### src/rtl/mem_rr_arb4_pkg.sv
// ============================================================================
// Module : mem_rr_arb4_pkg
// Brief  : Shared state encoding, default sizing and bus widths for the
//          data-side memory round-robin arbiter.
// Rev    : 1.0  initial release
// ============================================================================
`default_nettype none

`ifndef WB_ADDR_W
`define WB_ADDR_W 32
`endif

`ifndef RW
`define RW 32
`endif

package mem_rr_arb4_pkg;

    typedef enum logic [0:0] {
        IDLE   = 1'b0,
        ACTIVE = 1'b1
    } arb_state_t;

    localparam int C_DEF_N       = 4;
    localparam int C_DEF_TIMEOUT = 255;
    localparam int C_DEF_CNT_W   = 8;

    function automatic int idx_width(input int n);
        return (n > 1) ? $clog2(n) : 1;
    endfunction

endpackage

`default_nettype wire

### src/rtl/mem_rr_arb4_rr_pick.sv
// ============================================================================
// Module : rr_pick
// Brief  : Combinational round-robin picker: first set request bit scanning
//          last+1, last+2, ... modulo N.
// Rev    : 1.0  initial release
// ============================================================================
`default_nettype none

module rr_pick
    import mem_rr_arb4_pkg::*;
#(
    parameter int N     = C_DEF_N,
    parameter int IDX_W = idx_width(C_DEF_N)
) (
    input  logic [N-1:0]     req_i,
    input  logic [IDX_W-1:0] last_i,
    output logic [IDX_W-1:0] winner_o,
    output logic             valid_o
);

    logic [IDX_W-1:0] w_idx;

    // Walk offsets from farthest to nearest so the nearest set bit wins.
    always_comb begin
        winner_o = '0;
        valid_o  = 1'b0;
        w_idx    = '0;
        for (int off = N; off >= 1; off--) begin
            w_idx = IDX_W'((int'(last_i) + off) % N);
            if (req_i[w_idx]) begin
                winner_o = w_idx;
                valid_o  = 1'b1;
            end
        end
    end

endmodule

`default_nettype wire

### src/rtl/mem_rr_arb4.sv
// ============================================================================
// Module : mem_rr_arb4
// Brief  : N-way round-robin arbiter for the shared data-side memory port,
//          with request latching, result routing and a bus watchdog.
//          Optional macro MEM_ARB_PRIO0_EN gives port 0 absolute priority.
// Rev    : 1.0  initial release
// ============================================================================
`default_nettype none

module mem_rr_arb4
    import mem_rr_arb4_pkg::*;
#(
    parameter int N       = C_DEF_N,
    parameter int TIMEOUT = C_DEF_TIMEOUT,
    parameter int CNT_W   = C_DEF_CNT_W
) (
    input  logic                      i_clk,
    input  logic                      i_rst,
    output logic                      mem_req,
    output logic                      mem_we,
    input  logic                      mem_ack,
    output logic [`WB_ADDR_W-1:0]     mem_addr,
    output logic [`RW-1:0]            mem_o_data,
    input  logic [`RW-1:0]            mem_i_data,
    output logic [1:0]                mem_sel,
    output logic                      mem_cache_enable,
    input  logic                      mem_exception,
    input  logic [N-1:0]              rq_req,
    input  logic [N-1:0]              rq_we,
    input  logic [N*`WB_ADDR_W-1:0]   rq_addr,
    input  logic [N*`RW-1:0]          rq_o_data,
    input  logic [2*N-1:0]            rq_sel,
    input  logic [N-1:0]              rq_cache_enable,
    output logic [N-1:0]              rq_ack,
    output logic [`RW-1:0]            rq_i_data,
    output logic [N-1:0]              rq_exception,
    output logic                      busy
);

    localparam int IDX_W = idx_width(N);

    arb_state_t       state_q,   state_d;
    logic [IDX_W-1:0] grant_q,   grant_d;
    logic [IDX_W-1:0] last_q,    last_d;
    logic [N-1:0]     pending_q, pending_d;
    logic [CNT_W-1:0] wdog_q,    wdog_d;

    logic [N-1:0]     w_req_v;
    logic [N-1:0]     w_pick_req;
    logic [IDX_W-1:0] w_rr_win;
    logic             w_rr_vld;
    logic [IDX_W-1:0] w_win;
    logic             w_win_vld;
    logic             w_move_last;
    logic [IDX_W-1:0] w_sel;
    logic             w_wdog_fire;

    assign w_req_v = rq_req | pending_q;

`ifdef MEM_ARB_PRIO0_EN
    // Port 0 bypasses the rotation; the picker only sees ports 1..N-1.
    always_comb begin
        w_pick_req    = w_req_v;
        w_pick_req[0] = 1'b0;
    end
    assign w_win       = w_req_v[0] ? '0 : w_rr_win;
    assign w_win_vld   = w_req_v[0] | w_rr_vld;
    assign w_move_last = ~w_req_v[0];
`else
    assign w_pick_req  = w_req_v;
    assign w_win       = w_rr_win;
    assign w_win_vld   = w_rr_vld;
    assign w_move_last = 1'b1;
`endif

    rr_pick #(
        .N     (N),
        .IDX_W (IDX_W)
    ) u_rr_pick (
        .req_i    (w_pick_req),
        .last_i   (last_q),
        .winner_o (w_rr_win),
        .valid_o  (w_rr_vld)
    );

    assign w_sel       = ((state_q == IDLE) && w_win_vld) ? w_win : grant_q;
    assign w_wdog_fire = (wdog_q == CNT_W'(TIMEOUT));

    assign mem_addr         = rq_addr[int'(w_sel)*`WB_ADDR_W +: `WB_ADDR_W];
    assign mem_o_data       = rq_o_data[int'(w_sel)*`RW +: `RW];
    assign mem_sel          = rq_sel[int'(w_sel)*2 +: 2];
    assign mem_we           = rq_we[w_sel];
    assign mem_cache_enable = rq_cache_enable[w_sel];
    assign rq_i_data        = (|rq_ack) ? mem_i_data : '0;

    always_comb begin
        state_d      = state_q;
        grant_d      = grant_q;
        last_d       = last_q;
        pending_d    = pending_q | rq_req;
        wdog_d       = wdog_q;
        mem_req      = 1'b0;
        busy         = 1'b0;
        rq_ack       = '0;
        rq_exception = '0;

        case (state_q)
            IDLE: begin
                mem_req = w_win_vld;
                if (w_win_vld) begin
                    grant_d          = w_win;
                    pending_d[w_win] = 1'b0;
                    if (w_move_last) begin
                        last_d = w_win;
                    end
                    // Zero-wait completion is routed straight to the winner.
                    if (mem_exception) begin
                        rq_exception[w_win] = 1'b1;
                    end else if (mem_ack) begin
                        rq_ack[w_win] = 1'b1;
                    end else begin
                        state_d = ACTIVE;
                        wdog_d  = '0;
                    end
                end
            end
            ACTIVE: begin
                busy = 1'b1;
                if (mem_exception || w_wdog_fire) begin
                    rq_exception[grant_q] = 1'b1;
                    state_d               = IDLE;
                end else if (mem_ack) begin
                    rq_ack[grant_q] = 1'b1;
                    state_d         = IDLE;
                end else begin
                    wdog_d = wdog_q + CNT_W'(1);
                end
            end
            default: begin
                state_d = IDLE;
            end
        endcase
    end

    always_ff @(posedge i_clk or posedge i_rst) begin
        if (i_rst) begin
            state_q   <= IDLE;
            grant_q   <= '0;
            last_q    <= IDX_W'(N - 1);
            pending_q <= '0;
            wdog_q    <= '0;
        end else begin
            state_q   <= state_d;
            grant_q   <= grant_d;
            last_q    <= last_d;
            pending_q <= pending_d;
            wdog_q    <= wdog_d;
        end
    end

endmodule

`default_nettype wire

### config.mk
export PLATFORM = sky130hd
export DESIGN_NAME = mem_rr_arb4
export DESIGN_NICKNAME = d
export VERILOG_FILES = /design/src/rtl/mem_rr_arb4_pkg.sv /design/src/rtl/mem_rr_arb4_rr_pick.sv /design/src/rtl/mem_rr_arb4.sv
export SDC_FILE = /design/constraint.sdc
export NUM_CORES = 1
export LEC_CHECK = 0
export CAP_MARGIN = 0
export CORE_AREA = 2 2 163 165
export CTS_CLUSTER_DIAMETER = 200
export DETAILED_ROUTE_END_ITERATION = 16
export DIE_AREA = 0 0 165 167
export GPL_ROUTABILITY_DRIVEN = 0
export PLACE_DENSITY = 0.45
export SETUP_SLACK_MARGIN = 0.3
export SYNTH_ARGS = -nofsm -noshare
export SYNTH_HDL_FRONTEND = slang
export SYNTH_SLANG_ARGS = --single-unit
### constraint.sdc
create_clock -name i_clk -period 3.5 [get_ports i_clk]
set_clock_uncertainty 0.1 [all_clocks]
set_input_delay 0.7 -clock i_clk [delete_from_list [all_inputs] [get_ports i_clk]]
set_output_delay 0.7 -clock i_clk [all_outputs]
set_load 0.03 [all_outputs]
Word level (Yosys, flattened, before mapping) --
Cells that the tools add are included.
Operators by class: reductions and logical operators 7, equality and inequality tests 6, shifts and indexed selects 3, order comparisons 9, muxes and demuxes 51, $add $sub $neg 5, bitwise logic cells 4
Operators with widths (number):
- variable part select 128 x 8 -> 32 bit | 2
- 2-to-1 mux 4 bit | 10
- 2-to-1 mux 8 bit | 5
- 2-to-1 mux 32 bit | 1
- less-than comparator 2 x 3 -> 1 bit (second input constant) | 7
- 2-to-1 mux 1 bit | 18
- one-hot mux 4 bit (2 select lines) | 2
- one-hot mux 8 bit (2 select lines) | 1
- binary-select mux 1 bit (select 2 bit) | 6
- 2-to-1 mux 2 bit | 5
- inequality test 2 bit (second input constant) | 5
- adder 8 x 1 -> 8 bit (second input constant) | 1
- == test 8 bit (second input constant) | 1
- variable part select 8 x 4 -> 2 bit | 1
- AND reduction 5 bit | 1
- adder 2 x 1 -> 2 bit (second input constant) | 2
- adder 2 bit (second input constant) | 2
- AND 4 bit | 1
- demux 1 bit (select 2 bit) | 2
- greater-or-equal comparator 2 x 1 -> 1 bit (second input constant) | 2
- NOT 4 bit | 1
- OR 4 bit | 1
- OR reduction 4 bit | 1
- logical AND 1 bit | 3
- other kinds (4) | 4
Word-level totals: output and inout port bits 110, register bits after elaboration 17

Logic depth before layout (Yosys ltp) --
Gate-level depths: netlist of the first run.
depth in word-level cells 17, depth in mapped cells 10, mapped depth without buffers 7

By module --
A second synthesis of the first run with hierarchy kept.
Unflattened totals: cells, all modules 547, area, all modules 3362.0 sq um
Modules (own cells, without submodules):
- mem_rr_arb4 | area each 3270.6 sq um, times used 1, cells an instance 533
- rr_pick | area each 91.3 sq um, times used 1, cells an instance 14

Worst setup path after synthesis of the first run --
No wires, ideal clock.
kind input -> output, start point input port rq_req[1], end point output port mem_addr[0], cell stages on the path 9, buffers on the path 2, path slack 0.180 ns, data arrival time 2.520 ns, required time 2.700 ns, cells stage by stage nor4_2 a31o_2 inv_2 nand2_1 o21ai_4 buf_8 buf_6 mux2i_1 mux2i_1
Between the ends: cells in the longest elaborated chain, start to end 10
Ends and longest elaborated chain:
- from (decl) | RTL line mem_rr_arb4.sv:28 | input logic [N-1:0] rq_req,
- OR 4 bit (*) | RTL line mem_rr_arb4.sv:58 | assign w_req_v = rq_req | pending_q;
- binary-select mux 1 bit (select 2 bit) | RTL line mem_rr_arb4_rr_pick.sv:30 | if (req_i[w_idx]) begin
- 2-to-1 mux 1 bit (implied by the code) | RTL line mem_rr_arb4_rr_pick.sv:30
- 2-to-1 mux 1 bit (4 in a row) | RTL line mem_rr_arb4_rr_pick.sv:30
- logical AND 1 bit | RTL line mem_rr_arb4.sv:86 | assign w_sel = ((state_q == IDLE) && w_win_vld) ? w_win : grant_q;
- 2-to-1 mux 2 bit (*) | RTL line mem_rr_arb4.sv:86
- variable part select 128 x 8 -> 32 bit (*) | RTL line mem_rr_arb4.sv:89 | assign mem_addr = rq_addr[int'(w_sel)*`WB_ADDR_W +: `WB_ADDR_W];
- to (decl) | RTL line mem_rr_arb4.sv:22 | output logic [`WB_ADDR_W-1:0] mem_addr,
Every way passes the cells marked *; elsewhere a longest branch is shown, timed or not. The select of a mux whose other input is x is not followed.

Final worst setup path of the first run --
start point input port rq_req[1], end point output port mem_addr[21]
Same word-level chain as after synthesis.

==> impl_results.md, run 1 <==
- # Max-Cap Violations: 0
- Crit-path max FO: 7
- RSZ-0062 raised after global routing: yes
- GRT overflow: 0
- CTS tree: built
- Core footprint: 25,800 sq um
- Syn Nets: 701
- WL/cell: 18.2 um
- Post-synth ARST share: 100%
- Busiest grt layer: met2
- Root Driver: clkbuf_16
- Met3 Use GR: 4.18%
- CTS max path bufs: 2
- Most common cell after layout, fill and taps aside: clkdlybuf4s50_1
- Fin area: 10,300 sq um
- Synthesized instance count: 388
- Vias in the first global route: 5,068
- Area post-placement: 8630 sq um
- FF-to-FF path depth: 7
- Grt met2 use: 27.5%
- Largest net degree at the start of global routing: 19
- Worst hold slack: 0.459 ns
- Die Footprint: 27,600 sq um
- Clock sink total: 17
- Initial antenna violation count: 3
- Area grow syn2layout: 190%
- Req. time, crit path: 2.70 ns
- Max-slew violation count: 0
- CTS H-tree lvls: 1
- Synth warnings: 0
- Die W: 165 um
- Peak VDD IR: 0.617 mV
- Post-DP HPWL: 17.7 mm
- Outcome: completed
- Clock-pin slew on the worst setup and hold paths: 0.05 ns
- Row cnt: 59
- Die Ht: 167 um
- Post-layout min period: 3.43 ns
- Clock Latency Late Sink: 0.25 ns
- Aggregate global-route resource usage: 14.6%
- Via count: 4,877
- Mapped cell area: 3560 sq um
- Drt pass-1 iters: 4
- Maximum clock frequency: 291 MHz
- Setup-failing EPs final: 0
- Critical Path, Cell by Cell: buf_8 > buf_12 > nor4_4 > buf_4 > buf_6 > nor3_4 > nor3_2 > buf_4 > a21oi_4 > buf_4 > buf_12 > buf_12 > mux2i_2 > buf_4
- Final hold vios: 0
- Layout cells sized above 1: 42.8%
- Hold Crit Depth: 2
- Post-DRT Antenna Nets: 0
- Avg Vias per Cell: 4.01
- Initial DRC Count: 111
- Initial Utilization: 13.8%
- Least-Margin Pin Slew: 0.714 ns
- Period utilization: 98.1%
- # DRC: 0
- Met1 usage: 16.3%
- WS Path Type: input port to output port
- CP max stage delay: 0.26 ns
- Final WL: 22.1 mm
- HP Class: register to register
- Arr. time, crit path: 2.63 ns
- First-pass GRT wire length: 30.8 mm
- #FFs+latches synth: 17
- LEAKAGE: 4.12 nW
- Slowest cell on crit path: mux2i_2
- Most frequent cells in the layout: clkdlybuf4s50_1, mux2i_2, buf_4, mux2i_1, buf_6
- Syn avg cell area: 9.17 sq um
- Primary FF master, synth: dfrtp_1
- EDFF count, synth: 0
- Relative slew slack: 52.4%
- I/O Buffers: 421
- Sequential fraction of the synthesis area: 12.0%
- Critical Path Sink Type: output port
- # IOs: 422
- Yosys cell types: 43
- Ratio of total power to cell area: 929 nW/um^2
- Cts bufs inserted: 3
- Most Frequent Cell on Critical Path: buf_4
- Nets: 1,192
- CP Launch Type: input port
==> kinds of logic (layout without fill, tap and decap cells) <==
family / Yosys count / in the layout / share of synthesized area, %
other: 0 / 3 / 0
flip-flops: 17 / 17 / 12.0
multiplexers: 206 / 206 / 58.0
AND/OR/NAND/NOR: 86 / 86 / 13.6
adder cells (fa/ha/maj): 1 / 1 / 0.351
XOR/XNOR: 4 / 4 / 0.984
AO/OA/AOI/OAI: 37 / 37 / 7.10
buffers and inverters: 37 / 527 / 7.98
==> what timing repair did <==
action	in CTS	in global routing
gates resized for setup	131	97
setup buffers	23	6
hold buffers	0	0
setup endpoints to repair	107	100
pin swaps	9	5
hold endpoints to repair	0	0
gates cloned	10	3
==> critical path, delay by kind of cell <==
kind,cells,cell delay (ns)
simple gates,3,0.27
mux,1,0.26
buf+inv,9,1.22
compound gates,1,0.18
==> synthesized netlist by cell type (all sizes together) (2+ instances only) <==
cell type | n | area share [%]
a21o | 2 | 0.42
a21oi | 10 | 1.4
a22oi | 3 | 0.77
a31o | 2 | 0.49
buf | 26 | 6.8
clkbuf | 4 | 0.42
dfrtp | 15 | 11
dfstp | 2 | 1.5
inv | 7 | 0.74
mux2i | 205 | 58
nand2 | 9 | 0.95
nand2b | 4 | 0.70
nand3 | 6 | 0.84
nand4 | 2 | 0.35
nor2 | 18 | 1.9
nor2b | 33 | 5.8
nor3 | 4 | 0.70
o21ai | 10 | 1.7
o22ai | 5 | 1.1
o32ai | 2 | 0.49
or2 | 3 | 0.53
or3 | 2 | 0.35
xor2 | 3 | 0.74
==> path summary, 6_finish.rpt <==
path / endpoint / slack (ns) / from
max in group asynchronous: grant_q[1] / 2.08 / i_rst
worst min-delay path: wdog_q[5] / 0.46 / wdog_q[5]
min in group asynchronous: wdog_q[7] / 0.77 / i_rst
worst max-delay path: mem_addr[21] / 0.07 / rq_req[1]
worst max register to register: wdog_q[7] / 1.35 / wdog_q[3]
worst min register to register: wdog_q[5] / 0.46 / wdog_q[5]
==> per-stage QoR <==
stage	setup WS, ns	std cells	TNS (ns)	total power, mW	util (%)
detailed placement	-0.304	1167	-15.72	7.03	33.5
CTS	0.0669	1204	0	8.97	37.8
floorplan	0.305	388	0	4.53	-
finish	0.0661	1216	0	9.60	40.1
global route	-0.0149	1216	-0.0470	10.1	40.1
global placement	-0.266	1167	-14.44	7.04	33.5
==> per-layer routing <==
layer / vias up / part of all wire [%]
met5: - / 0
met2: 218 / 53
met4: 0 / 0.41
li1: 2419 / -
met1: 2234 / 38
met3: 6 / 8.9
==> final cells by class <==
type,instances,area [sq um]
fill,2566,15400
timing repair buffer,516,5640
multi-input combinational,334,3730
sequential,17,428
tap,335,419
clock buffer,4,78.8
inverter,7,26.3
antenna,3,7.51
==> where the power goes <==
group	switching [mW]	leakage [nW]	total [mW]	internal, mW
clock network	0.0792	0.0382	0.234	0.155
logic	4.02	3.87	9.03	5.01
registers	0.0782	0.211	0.335	0.257
total	4.17	4.12	9.60	5.42
==> sequential cells by signal, indices dropped and copies added, names as in the netlist <==
name       count
pending_q      4
wdog_q         8
grant_q        2
last_q         2
state_q        1
(Power assumes the default switching activity.)
==> run 2: changes to the inputs <==
--- a/config.mk
+++ b/config.mk
@@ -6,12 +6,12 @@
 export NUM_CORES = 1
 export LEC_CHECK = 0
 export CAP_MARGIN = 0
-export CORE_AREA = 2 2 163 165
+export CORE_AREA = 2 2 164 166
 export CTS_CLUSTER_DIAMETER = 200
 export DETAILED_ROUTE_END_ITERATION = 16
-export DIE_AREA = 0 0 165 167
+export DIE_AREA = 0 0 166 168
 export GPL_ROUTABILITY_DRIVEN = 0
-export PLACE_DENSITY = 0.45
+export PLACE_DENSITY = 0.47
 export SETUP_SLACK_MARGIN = 0.3
 export SYNTH_ARGS = -nofsm -noshare
 export SYNTH_HDL_FRONTEND = slang
==> constraint.sdc (replaced) <==
create_clock -name i_clk -period 3 [get_ports i_clk]
set_clock_uncertainty 0.1 [all_clocks]
set_input_delay 0.6 -clock i_clk [delete_from_list [all_inputs] [get_ports i_clk]]
set_output_delay 0.6 -clock i_clk [all_outputs]
set_load 0.03 [all_outputs]
==> run 2 against run 1 <==
Compared with the run above: the run now ends with setup timing left; via count up 1.3%; combinational power grew 6.4%; sequential share of layout area barely moved; sequential power rose by 18%; hold slack got worse by 0.014 ns; register-to-register slack worse by 0.51 ns; first-iteration DRC count decreased by 2.7%.
==> impl_results.md, run 2 (same netlist as run 1, synthesis figures left out) <==
- Die Footprint: 27,900 sq um
- Period utilization: 107%
- Initial DRC Count: 108
- Post-layout min period: 3.20 ns
- Max reg flops: 8
- Post-DRT Antenna Nets: 0
- Initial Utilization: 13.5%
- # DRC: 0
- Final Power: 10.3 mW
- Die Ht: 168 um
- Drt pass-1 iters: 4
- CTS H-tree lvls: 1
- Clock-pin slew on the worst setup and hold paths: 0.05 ns
- Fillers: 2,582
- R2r startpoint: wdog_q[0]
- Ratio of total power to cell area: 989 nW/um^2
- Most flop-heavy register: wdog_q
- Multi-input combinational cell area: 3800 sq um
- Post-route setup slack: -0.199 ns
- Critical Path Sink Type: output port
- Cts bufs inserted: 3
- Nets: 1,202
- I/O Buffers: 421
- CTS max path bufs: 2
- Hold path start: wdog_q[5]
- Layout cells sized above 1: 39.0%
- Arr. time, crit path: 2.50 ns
- Maximum clock frequency: 313 MHz
- Max-slew violation count: 0
- First-pass GRT wire length: 31.0 mm
- Least-Margin Pin Slew: 0.726 ns
- # IOs: 422
- Via count: 4,941
- Final WL: 21.6 mm
- Fin Setup TNS: -8.96 ns
- Core footprint: 26,400 sq um
- Clock sink total: 17
- WS Path Type: register to output port
- Post-DP HPWL: 17.3 mm
- Relative slew slack: 51.5%
- CTS Hold Buffers Added: 0
- Row cnt: 60
- Peak VDD IR: 0.654 mV
- HP Class: register to register
- CTS tree: built
- Root Driver: clkbuf_16
- Die W: 166 um
- Most common cell after layout, fill and taps aside: clkdlybuf4s50_1
- LEAKAGE: 4.47 nW
- Largest regs: wdog_q (8), pending_q (4)
- Aggregate global-route resource usage: 14.2%
- Reg-to-reg slack, setup: 0.84 ns
- Launch point of the worst path: pending_q[1]
- # Max-Cap Violations: 0
- GRT overflow: 0
- Largest net degree at the start of global routing: 19
- CP Launch Type: register
- Clock Latency Late Sink: 0.25 ns
- Final hold vios: 0
- Avg Vias per Cell: 4.01
- RSZ-0062 raised after global routing: yes
- Most frequent cells in the layout: clkdlybuf4s50_1, mux2i_1, buf_4, buf_6, mux2i_4
- Vias in the first global route: 5,272
- Failing checks: setup timing
- Crit-path max FO: 7
- Outcome: complete, but fails checks
- Initial antenna violation count: 3
- FF+latch area: 429 sq um
- Worst hold slack: 0.445 ns
- WL/cell: 17.5 um
- Area grow syn2layout: 192%
- Setup-failing EPs final: 68
- Req. time, crit path: 2.30 ns
[run 2: worst max-delay path, stage by stage, from the launching register on]
cell             delay [ns]
dfrtp_1                0.42
or2_4                  0.30
a22oi_2                0.21
o22ai_4                0.11
o21ai_4                0.21
buf_4                  0.19
buf_16                 0.15
mux2i_2                0.26
mux2i_4                0.09
clkdlybuf4s15_2        0.28
[run 2: worst paths after layout]
| kind | to | cells after the start |
|---|---|---|
| hold / removal | wdog_q[5] | 2 |
| hold reg to reg | wdog_q[5] | 2 |
| max in group asynchronous | pending_q[0] | 2 |
| min in group asynchronous | wdog_q[4] | 2 |
| setup / recovery | mem_o_data[17] | 9 |
| setup reg to reg | wdog_q[7] | 7 |
[run 2: power by group]
group,switching (mW),total (mW),leakage [nW],internal [mW]
clock network,0.0941,0.273,0.0409,0.179
registers,0.0965,0.396,0.210,0.300
logic,4.48,9.61,4.21,5.14
[run 2: final cells by class]
class / instances / area share, %
inverters: 7 / 0.277
clock buffers: 3 / 0.722
repair buffers: 526 / 54.1
flip-flops and latches: 17 / 4.13
multi-input cells: 334 / 36.5
well taps: 341 / 4.10
clock inverters: 1 / 0.0481
diodes: 3 / 0.0722
[run 2: through the flow]
stage | setup WS, ns | util, % | cells | instance area, sq um
finish | -0.199 | 39.4 | 1232 | 10400
global route | -0.322 | 39.4 | 1232 | 10400
CTS | -0.250 | 37.5 | 1214 | 9880
detailed placement | -0.896 | 32.4 | 1171 | 8530
global placement | -0.873 | 32.4 | 1171 | 8530
floorplan | -0.0260 | - | 388 | 3860
[run 2: repair_timing]
| action | CTS | global route |
|---|---|---|
| setup buffers | 30 | 13 |
| pin swaps | 11 | 5 |
| gates cloned | 9 | 2 |
| endpoints found under the setup margin | 109 | 108 |
| gates resized for setup | 209 | 80 |
[run 2: per-layer routing]
layer  GRT usage, %  up-vias  routed length, um
met4           3.78        0                435
met2           26.9      212              11700
li1               -     2436                  -
met1           16.1     2275               8170
met5              0        -                  0
met3           2.82       18               1280
==> run 3: changes to the inputs <==
--- a/config.mk
+++ b/config.mk
@@ -13,6 +13,7 @@
 export GPL_ROUTABILITY_DRIVEN = 0
 export PLACE_DENSITY = 0.47
 export SETUP_SLACK_MARGIN = 0.3
+export SKIP_LAST_GASP = 1
 export SYNTH_ARGS = -nofsm -noshare
 export SYNTH_HDL_FRONTEND = slang
 export SYNTH_SLANG_ARGS = --single-unit
==> run 3 against run 2 <==
Compared with the run above: the run still ends with setup timing left; sequential power increased by 2%; register-to-register slack about the same; critical path type is now input port to output port; global-route usage about the same; first-iteration DRC count increased by 4.6%; largest cell class unchanged; critical path depth increased by 2; combinational power increased by 6%; largest power group unchanged; clock-buffer cell count unchanged; maximum frequency decreased by 2.7%.
==> impl_results.md, run 3 (same netlist as run 1, synthesis figures left out) <==
- Least-Margin Pin Slew: 0.715 ns
- Avg Vias per Cell: 4.02
- Area grow syn2layout: 202%
- Worst R2R End: wdog_q[7]
- CTS max path bufs: 2
- Row cnt: 60
- Switching Power: 4.84 mW
- Aggregate global-route resource usage: 14.2%
- Period utilization: 110%
- Req. time, crit path: 2.30 ns
- Initial DRC Count: 113
- WL/cell: 17.8 um
- Cts bufs inserted: 3
- Post-DRT Antenna Nets: 0
- Post-DP HPWL: 17.3 mm
- RSZ-0062 raised after global routing: yes
- Nets: 1,214
- Largest net degree at the start of global routing: 19
- Die W: 166 um
- Relative slew slack: 52.3%
- Core footprint: 26,400 sq um
- FF+latch area: 429 sq um
- Fin Setup TNS: -13.95 ns
- Max reg flops: 8
- R2r startpoint: wdog_q[0]
- Initial antenna violation count: 3
- GRT overflow: 0
- Clock sink total: 17
- Most frequent cells in the layout: clkdlybuf4s50_1, mux2i_1, buf_4, buf_6, mux2i_4
- Peak VDD IR: 0.651 mV
- Most common cell after layout, fill and taps aside: clkdlybuf4s50_1
- Dpl cells: 1,171
- Most flop-heavy register: wdog_q
- Multi-input combinational cell area: 3890 sq um
- Outcome: complete, but fails checks
- # DRC: 0
- Clock-pin slew on the worst setup and hold paths: 0.05 ns
- Die Ht: 168 um
- Fillers: 2,555
- Initial Utilization: 13.5%
- Max-slew violation count: 0
- # Max-Cap Violations: 0
- Reg-to-reg slack, setup: 0.84 ns
- Sequential power share: 3.7%
- Comb pwr share: 93.8%
- Maximum clock frequency: 304 MHz
- Critical Path Sink Type: output port
- Setup-failing EPs final: 68
- Layout cells sized above 1: 40.4%
- Final WL: 22.2 mm
- Hold path start: wdog_q[5]
- Ratio of total power to cell area: 1020 nW/um^2
- Final Power: 10.9 mW
- First-pass GRT wire length: 31.0 mm
- Dpl ws: -0.896 ns
- Worst hold slack: 0.445 ns
- Final hold vios: 0
- FF-to-FF path depth: 7
- Clock power frac: 2.5%
- Hold Crit Depth: 2
- Crit-path max FO: 7
- Largest regs: wdog_q (8), pending_q (4)
- Hold EP: wdog_q[5]
- Vias in the first global route: 5,285
- Sw frac: 44.3%
- Cell-internal power: 6.08 mW
- Failing checks: setup timing
- Via count: 5,003
- # IOs: 422
- Root Driver: clkbuf_16
- Arr. time, crit path: 2.59 ns
- Drt pass-1 iters: 4
- Clock Latency Late Sink: 0.25 ns
- CTS Hold Buffers Added: 0
- CP Launch Type: input port
- Die Footprint: 27,900 sq um
- Post-layout min period: 3.29 ns
- WS Path Type: input port to output port
- I/O Buffers: 421
- Final std cells w/o fill: 1,244
- CTS H-tree lvls: 1
- LEAKAGE: 4.59 nW
- Post-route setup slack: -0.286 ns
- HP Class: register to register
- Launch point of the worst path: rq_req[1]
- CTS tree: built
==> run 3: worst max path at each step <==
stage                          end  cells after the start
floorplan             mem_addr[16]                      9
global placement       mem_addr[2]                      9
detailed placement     mem_addr[2]                      9
CTS                     mem_sel[0]                      9
global route        mem_o_data[10]                     14
finish              mem_o_data[17]                     11
==> run 3: metrics by stage <==
| step | cell area [sq um] | util (%) |
|---|---|---|
| after floorplan | 3860 | - |
| after detailed placement | 8530 | 32.4 |
| after CTS | 9850 | 37.4 |
| final | 10700 | 40.8 |
| after global placement | 8530 | 32.4 |
| after global routing | 10700 | 40.8 |
==> run 3: metal layers <==
metal,global-route usage [%],up-vias,share of wire (%)
met4,3.86,0,2.0
li1,-,2460,-
met1,16.0,2303,38
met5,0,-,0
met2,27.0,220,54
met3,3.01,20,6.2
==> run 3: critical path, stage by stage <==
cell and delay (ns):
buf_8 0.10, or2_4 0.27, a22oi_2 0.24, o22ai_4 0.11, o21ai_4 0.17, buf_4 0.16, buf_4 0.14, buf_16 0.15
mux2i_2 0.26, mux2i_4 0.09, clkdlybuf4s15_2 0.28
==> run 3: cell type report <==
class	instances	share of cell area (%)
repair buffers	538	54.7
multi-input cells	334	36.2
flip-flops and latches	17	4.00
well taps	341	3.97
clock buffers	3	0.699
inverters	7	0.268
diodes	3	0.0699
clock inverters	1	0.0466
==> run 3: repair_timing <==
item                       CTS  global route
setup endpoints to repair  109           108
pin swaps                   11            10
gates resized for setup    199           108
gates cloned                 9             8
buffers inserted            30            19
==> run 3: power groups by stage <==
stage | clock (mW) | combinational [mW] | sequential [mW]
after global placement | 0 | 7.38 | 0.384
after global routing | 0.293 | 10.7 | 0.412
after floorplan | 0 | 4.81 | 0.344
after CTS | 0.278 | 9.02 | 0.388
after detailed placement | 0 | 7.33 | 0.383
final | 0.271 | 10.2 | 0.405
